## config.mk

```make
export PLATFORM = sky130hd
export DESIGN_NAME = lsu_mem_port
export DESIGN_NICKNAME = d
export VERILOG_FILES = /design/src/rtl/lsu_pkg.sv /design/src/rtl/load_align.sv /design/src/rtl/lsu_mem_port.sv
export SDC_FILE = /design/constraint.sdc
export NUM_CORES = 1
export LEC_CHECK = 0
export BUFFER_PORTS_ARGS = -buffer_cell sky130_fd_sc_hd__buf_4
export CORE_MARGIN = 4
export CORE_UTILIZATION = 35
export CTS_CLUSTER_SIZE = 8
export DETAILED_ROUTE_END_ITERATION = 7
export GPL_TIMING_DRIVEN = 0
export PLACE_DENSITY = 0.66
export SLEW_MARGIN = 15
export SYNTH_ARGS = -nofsm -noshare
export SYNTH_HDL_FRONTEND = slang
export SYNTH_SLANG_ARGS = --single-unit
```

## constraint.sdc

```tcl
create_clock -name clk -period 2.15 [get_ports clk]
set_input_delay 0.215 -clock clk [delete_from_list [all_inputs] [get_ports clk]]
set_output_delay 0.215 -clock clk [all_outputs]
set_load 0.05 [all_outputs]
```

## src/rtl/lsu_pkg.sv

```systemverilog
// Shared types and helpers for the load/store port: funct3 codes, FSM states,
// byte-lane type and access legality checks.
package lsu_pkg;

  localparam logic [2:0] F3_B  = 3'b000;
  localparam logic [2:0] F3_H  = 3'b001;
  localparam logic [2:0] F3_W  = 3'b010;
  localparam logic [2:0] F3_BU = 3'b100;
  localparam logic [2:0] F3_HU = 3'b101;

  typedef enum logic [1:0] {
    ST_IDLE = 2'd0,
    ST_REQ  = 2'd1,
    ST_DONE = 2'd2
  } lsu_state_e;

  typedef logic [1:0] lane_t;

  // Unsigned sizes exist only for loads.
  function automatic logic f3_legal(input logic [2:0] f3, input logic we);
    logic ok;
    case (f3)
      F3_B, F3_H, F3_W: ok = 1'b1;
      F3_BU, F3_HU:     ok = ~we;
      default:          ok = 1'b0;
    endcase
    return ok;
  endfunction

  function automatic logic f3_aligned(input logic [2:0] f3, input lane_t lane);
    logic ok;
    case (f3)
      F3_H, F3_HU: ok = ~lane[0];
      F3_W:        ok = (lane == 2'b00);
      default:     ok = 1'b1;
    endcase
    return ok;
  endfunction

endpackage

```

## src/rtl/load_align.sv

```systemverilog
// Selects the addressed byte/halfword from a bus read word and sign- or
// zero-extends it to 32 bits.
module load_align
  import lsu_pkg::*;
(
  input  logic [31:0] word,
  input  lane_t       lane,
  input  logic [2:0]  funct3,
  output logic [31:0] data
);

  logic [7:0]  byte_sel;
  logic [15:0] half_sel;

  always_comb begin
    byte_sel = word[8*lane +: 8];
    half_sel = lane[1] ? word[31:16] : word[15:0];
    case (funct3)
      F3_B:    data = {{24{byte_sel[7]}}, byte_sel};
      F3_BU:   data = {24'h0, byte_sel};
      F3_H:    data = {{16{half_sel[15]}}, half_sel};
      F3_HU:   data = {16'h0, half_sel};
      default: data = word;
    endcase
  end

endmodule

```

## src/rtl/lsu_mem_port.sv

```systemverilog
// Memory-stage load/store port: holds a bus request until ack, error or
// timeout, stalling the core meanwhile, and formats load data for writeback.
module lsu_mem_port
  import lsu_pkg::*;
#(
  parameter int unsigned TIMEOUT = 255
) (
  input  logic        clk,
  input  logic        rst_n,
  input  logic        mem_en,
  input  logic        mem_we,
  input  logic [2:0]  funct3,
  input  logic [31:0] addr,
  input  logic [31:0] wdata,
  output logic        stall,
  output logic [31:0] rdata,
  output logic        fault,
  output logic        bus_req,
  output logic        bus_we,
  output logic [31:0] bus_addr,
  output logic [3:0]  bus_wstrb,
  output logic [31:0] bus_wdata,
  input  logic        bus_ack,
  input  logic [31:0] bus_rdata,
  input  logic        bus_err,
  output lsu_state_e  state_dbg
);

  localparam int unsigned CW = (TIMEOUT < 2) ? 1 : $clog2(TIMEOUT);
  localparam logic [CW-1:0] CNT_LAST = CW'(TIMEOUT - 1);

  lsu_state_e    state_q, state_d;
  logic          bus_req_q, bus_req_d;
  logic          bus_we_q, bus_we_d;
  logic [31:0]   bus_addr_q, bus_addr_d;
  logic [3:0]    bus_wstrb_q, bus_wstrb_d;
  logic [31:0]   bus_wdata_q, bus_wdata_d;
  lane_t         lane_q, lane_d;
  logic [2:0]    f3_q, f3_d;
  logic [CW-1:0] cnt_q, cnt_d;
  logic [31:0]   rdata_q, rdata_d;
  logic          fault_q, fault_d;

  logic          access_ok;
  logic [3:0]    wstrb_new;
  logic [31:0]   wdata_new;
  logic [31:0]   load_data;

  load_align u_load_align (
    .word   (bus_rdata),
    .lane   (lane_q),
    .funct3 (f3_q),
    .data   (load_data)
  );

  assign access_ok = f3_legal(funct3, mem_we) & f3_aligned(funct3, addr[1:0]);

  // Lane strobes and store-data replication for the incoming instruction.
  always_comb begin
    wstrb_new = 4'b0000;
    wdata_new = 32'h0;
    if (mem_we) begin
      case (funct3)
        F3_B: begin
          wstrb_new = 4'b0001 << addr[1:0];
          wdata_new = {4{wdata[7:0]}};
        end
        F3_H: begin
          wstrb_new = 4'b0011 << addr[1:0];
          wdata_new = {2{wdata[15:0]}};
        end
        default: begin
          wstrb_new = 4'b1111;
          wdata_new = wdata;
        end
      endcase
    end
  end

  always_comb begin
    state_d     = state_q;
    bus_req_d   = bus_req_q;
    bus_we_d    = bus_we_q;
    bus_addr_d  = bus_addr_q;
    bus_wstrb_d = bus_wstrb_q;
    bus_wdata_d = bus_wdata_q;
    lane_d      = lane_q;
    f3_d        = f3_q;
    cnt_d       = cnt_q;
    rdata_d     = rdata_q;
    fault_d     = fault_q;
    stall       = 1'b0;
    fault       = 1'b0;
    case (state_q)
      ST_IDLE: begin
        if (mem_en) begin
          if (access_ok) begin
            stall       = 1'b1;
            bus_req_d   = 1'b1;
            bus_we_d    = mem_we;
            bus_addr_d  = {addr[31:2], 2'b00};
            bus_wstrb_d = wstrb_new;
            bus_wdata_d = wdata_new;
            lane_d      = addr[1:0];
            f3_d        = funct3;
            cnt_d       = '0;
            state_d     = ST_REQ;
          end else begin
            fault = 1'b1;
          end
        end
      end
      ST_REQ: begin
        stall = 1'b1;
        // An ack on the final permitted cycle still completes normally.
        if (bus_ack) begin
          bus_req_d = 1'b0;
          fault_d   = bus_err;
          if (!bus_err && !bus_we_q) rdata_d = load_data;
          state_d   = ST_DONE;
        end else if (cnt_q == CNT_LAST) begin
          bus_req_d = 1'b0;
          fault_d   = 1'b1;
          state_d   = ST_DONE;
        end else begin
          cnt_d = cnt_q + 1'b1;
        end
      end
      ST_DONE: begin
        fault   = fault_q;
        fault_d = 1'b0;
        state_d = ST_IDLE;
      end
      default: state_d = ST_IDLE;
    endcase
  end

  always_ff @(posedge clk or negedge rst_n) begin
    if (!rst_n) begin
      state_q     <= ST_IDLE;
      bus_req_q   <= 1'b0;
      bus_we_q    <= 1'b0;
      bus_addr_q  <= 32'h0;
      bus_wstrb_q <= 4'b0000;
      bus_wdata_q <= 32'h0;
      lane_q      <= 2'b00;
      f3_q        <= 3'b000;
      cnt_q       <= '0;
      rdata_q     <= 32'h0;
      fault_q     <= 1'b0;
    end else begin
      state_q     <= state_d;
      bus_req_q   <= bus_req_d;
      bus_we_q    <= bus_we_d;
      bus_addr_q  <= bus_addr_d;
      bus_wstrb_q <= bus_wstrb_d;
      bus_wdata_q <= bus_wdata_d;
      lane_q      <= lane_d;
      f3_q        <= f3_d;
      cnt_q       <= cnt_d;
      rdata_q     <= rdata_d;
      fault_q     <= fault_d;
    end
  end

  assign rdata     = rdata_q;
  assign bus_req   = bus_req_q;
  assign bus_we    = bus_we_q;
  assign bus_addr  = bus_addr_q;
  assign bus_wstrb = bus_wstrb_q;
  assign bus_wdata = bus_wdata_q;
  assign state_dbg = state_q;

endmodule

```

# After elaboration in Yosys (flattened, before gate mapping)
# Index checks and enable logic that the tools add are counted.
dict set report totals {
  regBits 116
  latchBits 0
  ram_bits 0
  mem_bits_ro 0
  input_bits 105
  output_inout_bits 106
  word_cells 83
  mem_count 0
}
dict set report op_classes {
  n_addsub 1
  n_mul 0
  div_mod_pow 0
  magnitude_cmp 0
  eq_ne 15
  shifts 3
  muxes 32
  bitwise_logic 3
  n_reduce_logical 18
}
# operator n
set ops {}
lappend ops {{32-bit one-hot mux with 4 select lines} 1}
lappend ops {{32-bit one-hot mux with 2 select lines} 1}
lappend ops {{32-bit 2-to-1 mux} 1}
lappend ops {{8-bit 2-to-1 mux} 4}
lappend ops {{32-bit by 6-bit indexed part select with 8-bit output} 1}
lappend ops {{16-bit 2-to-1 mux} 1}
lappend ops {{8-bit one-hot mux with 2 select lines} 1}
lappend ops {{3-bit equality test (second input constant)} 4}
lappend ops {{1-bit one-hot mux with 2 select lines} 6}
lappend ops {{1-bit 2-to-1 mux} 10}
lappend ops {{3-bit AND reduction} 3}
lappend ops {{8-bit by 1-bit adder with 8-bit output (second input constant)} 1}
lappend ops {{8-bit equality test (second input constant)} 1}
lappend ops {{2-bit 2-to-1 mux} 4}
lappend ops {{2-bit inequality test (second input constant)} 4}
lappend ops {{4-bit one-hot mux with 2 select lines} 1}
lappend ops {{3-bit by 1-bit equality test with 1-bit output (second input constant)} 2}
lappend ops {{3-bit logical NOT} 2}
lappend ops {{5-bit AND reduction} 1}
lappend ops {{2-bit logical NOT} 2}
lappend ops {{4-bit 2-to-1 mux} 1}
lappend ops {{2-bit one-hot mux with 2 select lines} 1}
lappend ops {{4-bit AND reduction} 1}
lappend ops {{2-bit nonzero test} 2}
lappend ops {{13 further kinds} 16}

# Depth between registers and ports, before layout
# Gate-level depths: netlist (run 1).
dict set report depth {
  ltp_word 7
  depth_mapped 7
  ltp_nobuf 6
}

# By module
# Synthesis (run 1) repeated with hierarchy kept, for this count alone.
dict set report unflattened {
  cells_unflattened 519
  area_unflattened_um2 5874.4
}
# mod n_inst cells_each area_per_inst_um2 seq_area_each_um2
set modules_own_cells {}
lappend modules_own_cells {lsu_mem_port 1 423 5028.6 2902.8}
lappend modules_own_cells {load_align 1 96 845.8 0.0}

# Worst setup path before layout (run 1)
# OpenSTA, ideal clock, no wires.
dict set report synth_timing {
  path_type {register to output}
  startpoint {register state_q[0], in the netlist state_dbg[0]}
  endpoint {output port stall}
  t_arrival_ns 1.661
  t_required_ns 1.935
  slack_ns 0.274
  stages_incl_launch_ff 6
  path_buffers 2
  path_cell_list {dfrtp_1 > nor2_1 > o211ai_2 > buf_6 > buf_2 > nand2_1}
}
dict set report synth_between {
  elab_chain_len 2
  word_cells_on_any_way 3
  cone_classes {1 x eq/ne; 1 x mux; 1 x reduce/logical}
}
# element line_no
set synth_rtl {}
lappend synth_rtl {{start, declared} lsu_mem_port.sv:32} ;# lsu_state_e state_q, state_d;
lappend synth_rtl {{start signal, assigned} lsu_mem_port.sv:152} ;# state_q <= state_d;
lappend synth_rtl {{2-bit by 1-bit equality test with 1-bit output / 2-bit logical NOT (equally long branches)} lsu_mem_port.sv:94} ;# case (state_q)
lappend synth_rtl {{1-bit one-hot mux with 2 select lines *} lsu_mem_port.sv:94}
lappend synth_rtl {{end, declared} lsu_mem_port.sv:15} ;# output logic stall,
# Mark *: on every way between the ends. The rest lies on a longest branch, timed or not.

# Final worst setup path (run 1)
dict set report layout_timing {
  startpoint {register state_q[1], in the netlist state_dbg[1]}
  endpoint {output port stall}
}
# Same word-level chain as after synthesis.

==> impl_metrics.py, run 1 <==
metrics = {
    "logic_synthesis": {
        "synthTopCellsByArea": "dfrtp_1 52%, mux2_2 11%, nand2_1 6.3%, o21ai_0 3.8%, nand3_1 3.7%",
        "synthFlopType": "dfrtp_1",
        "synth_warnings": 0,
        "netlist_area_um2": 5620,
        "synthCells": 555,
        "synth_top_area_frac": 0.516,
        "syn_avg_cell_area_um2": 10.1,
        "yosysUniqueCellTypes": 48,
        "ys_seq_area_frac": 0.516,
        "yosys.area.top_type": "dfrtp_1",
        "synth_edf_count": 0,
        "synth-seq-cells": 116,
        "async_flop_share": 1.00,
    },
    "timing": {
        "fin_crit_ps": 2050,
        "fin_tns_setup_ps": 0,
        "worst_pin_slew_ps": 672,
        "slew_violations": 0,
        "period_share": 0.952,
        "setup_viol": 0,
        "fmaxAchievable_mhz": 489,
        "rsz0062_at_grt": "false",
        "fin_skew_ps": 12.3,
        "hold_violations": 0,
        "max_slew_margin": 0.550,
    },
    "worst_setup_path": {
        "arrival_ps": 1830,
        "critPathKind": "reg -> out",
        "timing.reg2reg.setup_slack_ps": 280,
        "endpoint_kind": "primary output",
        "path_max_fanout": 10,
        "cp.required_ps": 1930,
        "crit_path_start_kind": "flop",
    },
    "final_layout": {
        "fillers": 1490,
        "regArea_um2": 2910,
        "fin_util": 0.513,
        "syn_to_final_growth_pct": 44.4,
        "fin_nets": 893,
        "drive_gt1_frac": 0.430,
        "diodes": 0,
        "multi_input_comb_area_um2": 2480,
    },
    "floorplan": {
        "start_util": 0.355,
        "fp.dieW_um": 135,
        "core_um2": 15800,
        "dieArea_um2": 18100,
        "pin_count": 211,
        "fp-row-count": 46,
        "die_h_um": 135,
    },
    "clock_network": {
        "htreeDepth": 4,
        "clock-sinks": 116,
        "clock-root-buffer": "clkbuf_16",
        "clk_latency_ps": 420,
        "cts_tree": "yes",
        "cts_max_path_buffers": 2,
        "numCtsBuffers": 17,
        "clk_pin_slew_worst_paths_ps": 60,
    },
    "global_routing": {
        "grt_pass1_wl_mm": 27.8,
        "busiest_layer": "met2",
        "antenna_found_initial": 0,
        "grt.total_usage": 0.198,
        "met2_usage": 0.308,
        "grt_max_degree": 67,
        "global_route.usage.met1": 0.247,
        "grtUsageMet3": 0.0861,
        "overflow": 0,
        "grt_pass1_vias": 5140,
    },
    "placed_design": {
        "port-buffer-count": 207,
        "gp_congestion": 0.857,
        "place.detailed.hpwl_mm": 13.5,
    },
    "outcome": {
        "status": "completed",
    },
    "route": {
        "vias": 5114,
        "dr.pass1.iters": 4,
        "detail_route.wl_per_cell_um": 17.5,
        "via_per_inst": 5.04,
        "routed_wl_mm": 17.7,
        "remaining_drc_errors": 0,
        "drtIter0Drc": 272,
        "ant_nets": 0,
    },
    "worst_hold_path": {
        "hold_class": "in -> reg",
    },
    "pwr": {
        "p_per_area_nw_per_um2": 1390,
        "p_leak_nw": 3.91,
        "vdd_ir_drop_max_mv": 0.732,
    },
    "run": {
        "maxCapViolCount": 0,
    },
}
## cell usage after synthesis, drive strengths merged, types with 2 or more instances
master  instances
nand3b          2
and2            6
o31ai          18
mux4            2
mux2i           2
a221oi          9
or3             2
dfrtp         116
buf            24
o211ai          3
inv            13
a21oi          19
ha              2
nor4            3
nand2b          4
o21ai          45
clkbuf         17
a31o            6
nand2          95
nand4           3
nor2           37
mux2           54
nor2b           7
a21o            8
xnor2           2
nand3          42
## through the flow
stage / worst slack [ps] / instance area (um^2) / hold slack (ps) / std cells / power (mW)
after global routing: 8.67 / 8120 / 9.64 / 1014 / 11.8
after CTS: 20.9 / 8100 / 10.6 / 1012 / 11.4
after detailed placement: 199 / 7480 / 209 / 980 / 8.49
after floorplan: 274 / 5620 / -80.6 / 556 / 6.74
final: 103 / 8120 / 21.2 / 1014 / 11.3
after global placement: 216 / 7450 / 447 / 979 / 8.42
## critical path, cell delays in order, from the launching register on
cell	delay (ps)
dfrtp_2	460
nor2_4	150
o211ai_4	150
buf_6	190
buf_2	190
nand2_1	110
buf_6	160
## registers in the layout, indices dropped and copies added (netlist names), 2 cells and up
signal / count
bus_wdata: 32
rdata: 32
bus_addr: 30
cnt_q: 8
bus_wstrb: 4
f3_q: 3
lane_q: 2
state_dbg: 2
## cell usage in the layout, fill, tap and decap left out, types with 3 or more instances in the layout
master / count
buf_4: 211
dfrtp_1: 114
nand2_1: 95
mux2_2: 54
o21ai_0: 43
nand3_1: 42
nor2_1: 36
buf_2: 18
a21oi_1: 18
clkbuf_1: 18
o31ai_1: 18
clkbuf_16: 17
inv_1: 13
a21o_1: 8
a221oi_2: 7
nor2b_1: 7
and2_1: 6
a31o_2: 6
clkinvlp_4: 5
buf_6: 4
nand2b_1: 3
nand4_1: 3
clkinv_2: 3
bufinv_16: 3
## path summary, 6_finish.rpt
path                          startpoint             to  depth (start not counted)
setup / recovery            state_dbg[1]          stall                          6
hold / removal                  addr[15]   bus_addr[15]                          2
setup reg to reg            state_dbg[1]      rdata[10]                          6
hold reg to reg            bus_wdata[25]  bus_wdata[25]                          2
max in group asynchronous          rst_n   bus_wdata[5]                          3
min in group asynchronous          rst_n    bus_addr[8]                          2
## kinds of logic (layout without fill, tap and decap cells)
kind of cell    Yosys count  in the layout  synth area share
buf+inv                  54            296            0.0454
flops                   116            116             0.516
fa+ha+maj                 2              2           0.00445
xor+xnor                  2              2           0.00312
mux                      58             58             0.120
other cells               1              2          0.000667
simple gates            206            206             0.168
compound gates          116            116             0.142
## layer usage
metal	vias up	part of all wire	wire length, um
li1	2407	-	-
met1	2436	0.41	7180
met2	247	0.46	8100
met3	24	0.12	2160
met4	0	0.015	270
met5	-	0	0
## layout make-up
type	instances	share of cell area
sequential	116	0.358
multi-input combinational	386	0.306
timing repair buffer	211	0.199
clock buffer	18	0.0529
tap	216	0.0333
buffer	41	0.0254
clock inverter	13	0.0197
inverter	13	0.00601
## power by group
part | leakage (nW) | internal (mW) | switching, mW
Combinational | 2.18 | 1.61 | 3.50
Clock | 0.274 | 1.81 | 1.04
Sequential | 1.46 | 2.88 | 0.443
Total | 3.91 | 6.30 | 4.98
## what timing repair did
item	4_1_cts	5_1_grt
pin swaps	0	0
gates resized for setup	4	2
endpoints found under the setup margin	1	1
gates cloned	0	0
hold buffers	1	0
endpoints found under the hold margin	50	0
setup buffers	0	2
Power figures use the tool's default switching activity.
==> inputs of run 2 (changes only) <==
--- a/config.mk
+++ b/config.mk
@@ -5,6 +5,7 @@
 export SDC_FILE = /design/constraint.sdc
 export NUM_CORES = 1
 export LEC_CHECK = 0
+export ABC_AREA = 1
 export BUFFER_PORTS_ARGS = -buffer_cell sky130_fd_sc_hd__buf_4
 export CORE_MARGIN = 4
 export CORE_UTILIZATION = 35
==> run 2 against run 1 <==
Effect of this change:
- combinational power rose by 14%
- synthesized cell count is 39% higher
- sequential power increased by 3%
- core utilization increased by 2.1 points
- first-iteration DRC count up 31%
- cell count up 24%
- sequential cell count stayed put
- sequential share of layout area down 2.1 points
- non-clock buffer count grew 27
- worst hold slack got worse by 6.2 ps
- largest power group unchanged
==> impl_metrics.py, run 2 <==
metrics = {
    "outcome": {
        "status": "completed",
    },
    "global_routing": {
        "overflow": 0,
        "grt_max_degree": 66,
        "grt.total_usage": 0.206,
        "grt_pass1_vias": 5987,
        "grt_pass1_wl_mm": 30.2,
        "antenna_found_initial": 1,
    },
    "logic_synthesis": {
        "ys_seq_area_frac": 0.497,
        "synthTopCellsByArea": "dfrtp_1 50%, nand2_1 19%, o21ai_0 5.1%, nand3_1 4.4%, inv_1 3.5%",
        "synth_top_area_frac": 0.497,
        "yosys.area.top_type": "dfrtp_1",
        "yosys-top-cells-count": "291 x nand2_1, 116 x dfrtp_1, 60 x o21ai_0, 55 x inv_1, 51 x nand3_1",
        "yosysMostFrequentCell": "nand2_1",
        "async_flop_share": 1.00,
        "syn_avg_cell_area_um2": 7.54,
        "netlist_area_um2": 5840,
        "synthFlopType": "dfrtp_1",
        "synth_edf_count": 0,
        "synthCells": 774,
        "yosysUniqueCellTypes": 32,
        "synth-seq-cells": 116,
        "synth_warnings": 0,
    },
    "worst_setup_path": {
        "critPathKind": "reg -> out",
        "endpoint_kind": "primary output",
        "arrival_ps": 1830,
        "cp.required_ps": 1930,
        "reg2reg_depth": 7,
        "crit_path_start_kind": "flop",
        "path_max_fanout": 10,
    },
    "final_layout": {
        "final_common_cell": "nand2_1",
        "multi_input_comb_area_um2": 2510,
        "drive_gt1_frac": 0.287,
        "diodes": 0,
        "fillers": 1542,
        "fin_nets": 1135,
        "mostFrequentLayoutCells": "291 x nand2_1, 210 x buf_4, 116 x dfrtp_1",
        "syn_to_final_growth_pct": 47.4,
        "regArea_um2": 2900,
    },
    "clock_network": {
        "htreeDepth": 4,
        "cts_tree": "yes",
        "clk_pin_slew_worst_paths_ps": 50,
        "cts_max_path_buffers": 2,
        "clock-root-buffer": "clkbuf_16",
        "clk_latency_ps": 420,
        "cts_setup_buffers": 0,
        "clock-sinks": 116,
        "numCtsBuffers": 17,
    },
    "floorplan": {
        "core_um2": 16100,
        "start_util": 0.362,
        "dieArea_um2": 18800,
        "pin_count": 211,
        "fp-row-count": 46,
        "fp.dieW_um": 137,
        "die_h_um": 137,
    },
    "timing": {
        "fin_crit_ps": 2050,
        "rsz0062_at_grt": "false",
        "fin_hold_ws_ps": 14.9,
        "fin_tns_setup_ps": 0,
        "setup_viol": 0,
        "period_share": 0.952,
        "fin_skew_ps": 7.72,
        "worst_pin_slew_ps": 532,
        "slew_violations": 0,
        "hold_violations": 0,
        "max_slew_margin": 0.644,
        "fmaxAchievable_mhz": 489,
    },
    "route": {
        "via_per_inst": 4.80,
        "remaining_drc_errors": 0,
        "drtIter0Drc": 356,
        "dr.pass1.iters": 5,
        "vias": 6028,
        "ant_nets": 0,
        "routed_wl_mm": 19.2,
        "detail_route.wl_per_cell_um": 15.2,
    },
    "placed_design": {
        "place.detailed.hpwl_mm": 14.3,
        "port-buffer-count": 207,
        "gp_congestion": 0.929,
    },
    "worst_hold_path": {
        "whs_path_depth": 3,
        "hold_class": "in -> reg",
    },
    "run": {
        "maxCapViolCount": 0,
    },
    "pwr": {
        "finalPower_mw": 12.4,
        "p_per_area_nw_per_um2": 1440,
        "p_leak_nw": 4.58,
        "vdd_ir_drop_max_mv": 0.734,
    },
}
## run 2: critical path, cell delays in order (launching register included)
cell     delay (ps)
dfrtp_1         420
nor2_4          160
nand4_2         180
buf_6           190
buf_2           180
nand2_1          70
buf_4           200
## run 2: metal layers
metal  track usage  part of all wire
met2         0.334              0.46
met1         0.254              0.42
met3        0.0665             0.093
met5             0            0.0010
met4        0.0837             0.032
## run 2: area by class of cell
class / count / share of cell area
sequential: 116 / 0.337
clock buffer: 22 / 0.0539
timing repair buffer: 234 / 0.214
multi-input combinational: 557 / 0.292
tap: 216 / 0.0314
clock inverter: 10 / 0.0206
buffer: 45 / 0.0256
inverter: 57 / 0.0249
## run 2: final timing paths
kind | end | startpoint | slack, ps
worst min register to register | bus_wdata[27] | bus_wdata[27] | 480
worst max-delay path | stall | state_dbg[0] | 100
min in group asynchronous | bus_wstrb[1] | rst_n | 330
worst max register to register | rdata[3] | state_dbg[0] | 280
max in group asynchronous | bus_addr[6] | rst_n | 1110
worst min-delay path | bus_addr[22] | addr[22] | 10
## run 2: where the power goes
| group | leakage, nW | switching, mW | internal (mW) | total (mW) |
|---|---|---|---|---|
| registers | 1.45 | 0.462 | 2.95 | 3.41 |
| clock network | 0.314 | 0.996 | 2.11 | 3.10 |
| logic | 2.82 | 4.10 | 1.76 | 5.85 |
## run 2: cells by family after synthesis
group	count (synthesis)	synth area share
xor+xnor	5	0.00750
compound gates	121	0.113
other cells	1	0.000642
simple gates	427	0.303
fa+ha+maj	2	0.00428
buf+inv	102	0.0744
flops	116	0.497
## run 2: what timing repair did
action                     in CTS  in global routing
setup endpoints to repair       1                  1
resized for setup               1                  1
hold buffers                   26                  0
gates cloned                    0                  0
pin swaps                       0                  0
hold endpoints to repair       76                  0
## run 2: per-stage QoR
step	area [um^2]	util	setup slack, ps	instances
final	8610	0.534	103	1257
after global routing	8610	0.534	3.84	1257
after CTS	8600	0.534	28.2	1257
after detailed placement	7700	0.478	362	1199
after global placement	7670	0.476	383	1198
after floorplan	5840	-	237	775
==> inputs of run 3 (changes only) <==
==> constraint.sdc (replaced) <==
create_clock -name clk -period 2.08 [get_ports clk]
set_input_delay 0.208 -clock clk [delete_from_list [all_inputs] [get_ports clk]]
set_output_delay 0.208 -clock clk [all_outputs]
set_load 0.05 [all_outputs]
==> run 3 against run 2 <==
Effect of this change:
- die area unchanged
- sequential share of layout area decreased by 0.10 points
- first-iteration DRC count increased by 1.4%
- count of clock-buffer cells in the layout unchanged
- design area increased by 0.35%
- sequential power increased by 4%
- cell count about the same
- register-to-register slack got worse by 70 ps
- clock skew about the same
- largest power group unchanged
- sequential cell count unchanged
- wire length increased by 0.23%
==> impl_metrics.py, run 3 (same netlist as run 2, synthesis figures left out) <==
metrics = {
    "timing": {
        "fin_ws_ps": 105,
        "max_slew_margin": 0.645,
        "hold_violations": 0,
        "fmaxAchievable_mhz": 506,
        "rsz0062_at_grt": "false",
        "worst_pin_slew_ps": 533,
        "period_share": 0.949,
        "slew_violations": 0,
        "setup_viol": 0,
        "fin_crit_ps": 1970,
        "fin_skew_ps": 7.83,
        "fin_tns_setup_ps": 0,
    },
    "floorplan": {
        "start_util": 0.362,
        "fp-row-count": 46,
        "dieArea_um2": 18800,
        "fp.dieW_um": 137,
        "die_h_um": 137,
        "core_um2": 16100,
        "pin_count": 211,
    },
    "pwr": {
        "pwr-share-comb": 0.474,
        "p_leak_nw": 4.59,
        "p_clk_frac": 0.251,
        "p_per_area_nw_per_um2": 1480,
        "finalPower_mw": 12.8,
        "power.share.switching": 0.449,
        "seq_power_share": 0.276,
        "power.switching_mw": 5.74,
        "internal-power_mw": 7.05,
        "vdd_ir_drop_max_mv": 0.760,
    },
    "global_routing": {
        "antenna_found_initial": 1,
        "overflow": 0,
        "grt_max_degree": 66,
        "grt.total_usage": 0.206,
        "grt_pass1_vias": 6004,
        "grt_pass1_wl_mm": 30.2,
    },
    "worst_setup_path": {
        "cp.required_ps": 1870,
        "reg2reg_to": "rdata[31]",
        "cp_slowest_cell": "dfrtp_1",
        "arrival_ps": 1770,
        "timing.reg2reg.setup_slack_ps": 210,
        "path_max_fanout": 10,
        "crit_top_cell": "buf_6",
        "endpoint_kind": "primary output",
        "crit_path_start_kind": "flop",
        "crit_path_cell_trace": "nor2_4, nand4_4, buf_6, buf_2, nand2_1, buf_6",
        "max_stage_delay_ps": 420,
        "critPathKind": "reg -> out",
        "reg2reg_depth": 9,
        "r2r_start": "state_dbg[0]",
    },
    "route": {
        "routed_wl_mm": 19.2,
        "via_per_inst": 4.75,
        "remaining_drc_errors": 0,
        "drtIter0Drc": 361,
        "detail_route.wl_per_cell_um": 15.3,
        "ant_nets": 0,
        "vias": 5974,
        "dr.pass1.iters": 5,
    },
    "final_layout": {
        "final_common_cell": "nand2_1",
        "drive_gt1_frac": 0.288,
        "mostFrequentLayoutCells": "291 x nand2_1, 209 x buf_4, 115 x dfrtp_1",
        "diodes": 0,
        "syn_to_final_growth_pct": 47.9,
        "final_cells": 1258,
        "fin_nets": 1136,
        "final_area_um2": 8640,
    },
    "clock_network": {
        "clk_latency_ps": 420,
        "clock-sinks": 116,
        "cts_tree": "yes",
        "numCtsBuffers": 17,
        "clk_pin_slew_worst_paths_ps": 50,
        "cts_max_path_buffers": 2,
        "clock-root-buffer": "clkbuf_16",
        "htreeDepth": 4,
    },
    "worst_hold_path": {
        "hold_path_end": "bus_addr[16]",
        "min_from": "addr[16]",
        "whs_path_depth": 3,
        "hold_class": "in -> reg",
    },
    "run": {
        "maxCapViolCount": 0,
    },
    "placed_design": {
        "port-buffer-count": 207,
        "place_ws_ps": 296,
        "gp_congestion": 0.929,
        "dpl_cell_area_um2": 7700,
        "place.detailed.hpwl_mm": 14.3,
        "dp.cells": 1199,
    },
    "outcome": {
        "status": "completed",
    },
}
[run 3: changes by cell type in the layout (fill, tap and decap cells not counted)]
cell	delta
dlygate4sd3_1	+2
dfrtp_2	+1
dfrtp_1	-1
buf_6	+1
buf_4	-1
nand4_4	+1
clkbuf_1	-1
nand4_2	-1
[run 3: through the flow]
| stage | util | hold slack (ps) |
|---|---|---|
| floorplan | - | -87.6 |
| global placement | 0.476 | 401 |
| global route | 0.536 | 17.4 |
| finish | 0.536 | 27.5 |
| detailed placement | 0.478 | 203 |
| CTS | 0.536 | 12.2 |
[run 3: critical path, delay by kind of cell (launching register included)]
kind / cells / cell delay, ps
buffers and inverters: 3 / 520
flip-flops: 1 / 420
AND/OR/NAND/NOR: 3 / 410
[run 3: worst max path at each step]
stage / from / slack (ps) / endpoint
after CTS: state_dbg[0] / 20 / stall
after detailed placement: state_dbg[0] / 300 / rdata[3]
after global placement: funct3[2] / 330 / stall
after floorplan: state_dbg[1] / 170 / stall
final: state_dbg[0] / 110 / stall
after global routing: state_dbg[0] / 10 / stall
[run 3: layout make-up]
class,count,area [um^2]
buffer,44,216
clock buffer,22,464
clock inverter,10,178
fill,1536,7480
inverter,57,214
multi-input combinational,557,2520
sequential,116,2900
tap,216,270
timing repair buffer,236,1870
[run 3: layer usage]
metal  share of wire  GRT usage
met1            0.42      0.254
met2            0.46      0.334
met3           0.089     0.0665
met4           0.030     0.0837
met5          0.0010          0
[run 3: power by group through the flow]
stage	logic (mW)	clock network, mW	registers, mW
after floorplan	1.51	0	6.04
after global placement	5.99	0	3.53
after detailed placement	6.04	0	3.54
after CTS	6.09	3.27	3.53
after global routing	6.47	3.36	3.63
final	6.06	3.21	3.53
[run 3: timing repair]
action,CTS,global route
hold buffers,28,0
resized for setup,3,2
endpoints found under the setup margin,1,1
buffers inserted,0,0
endpoints found under the hold margin,78,0
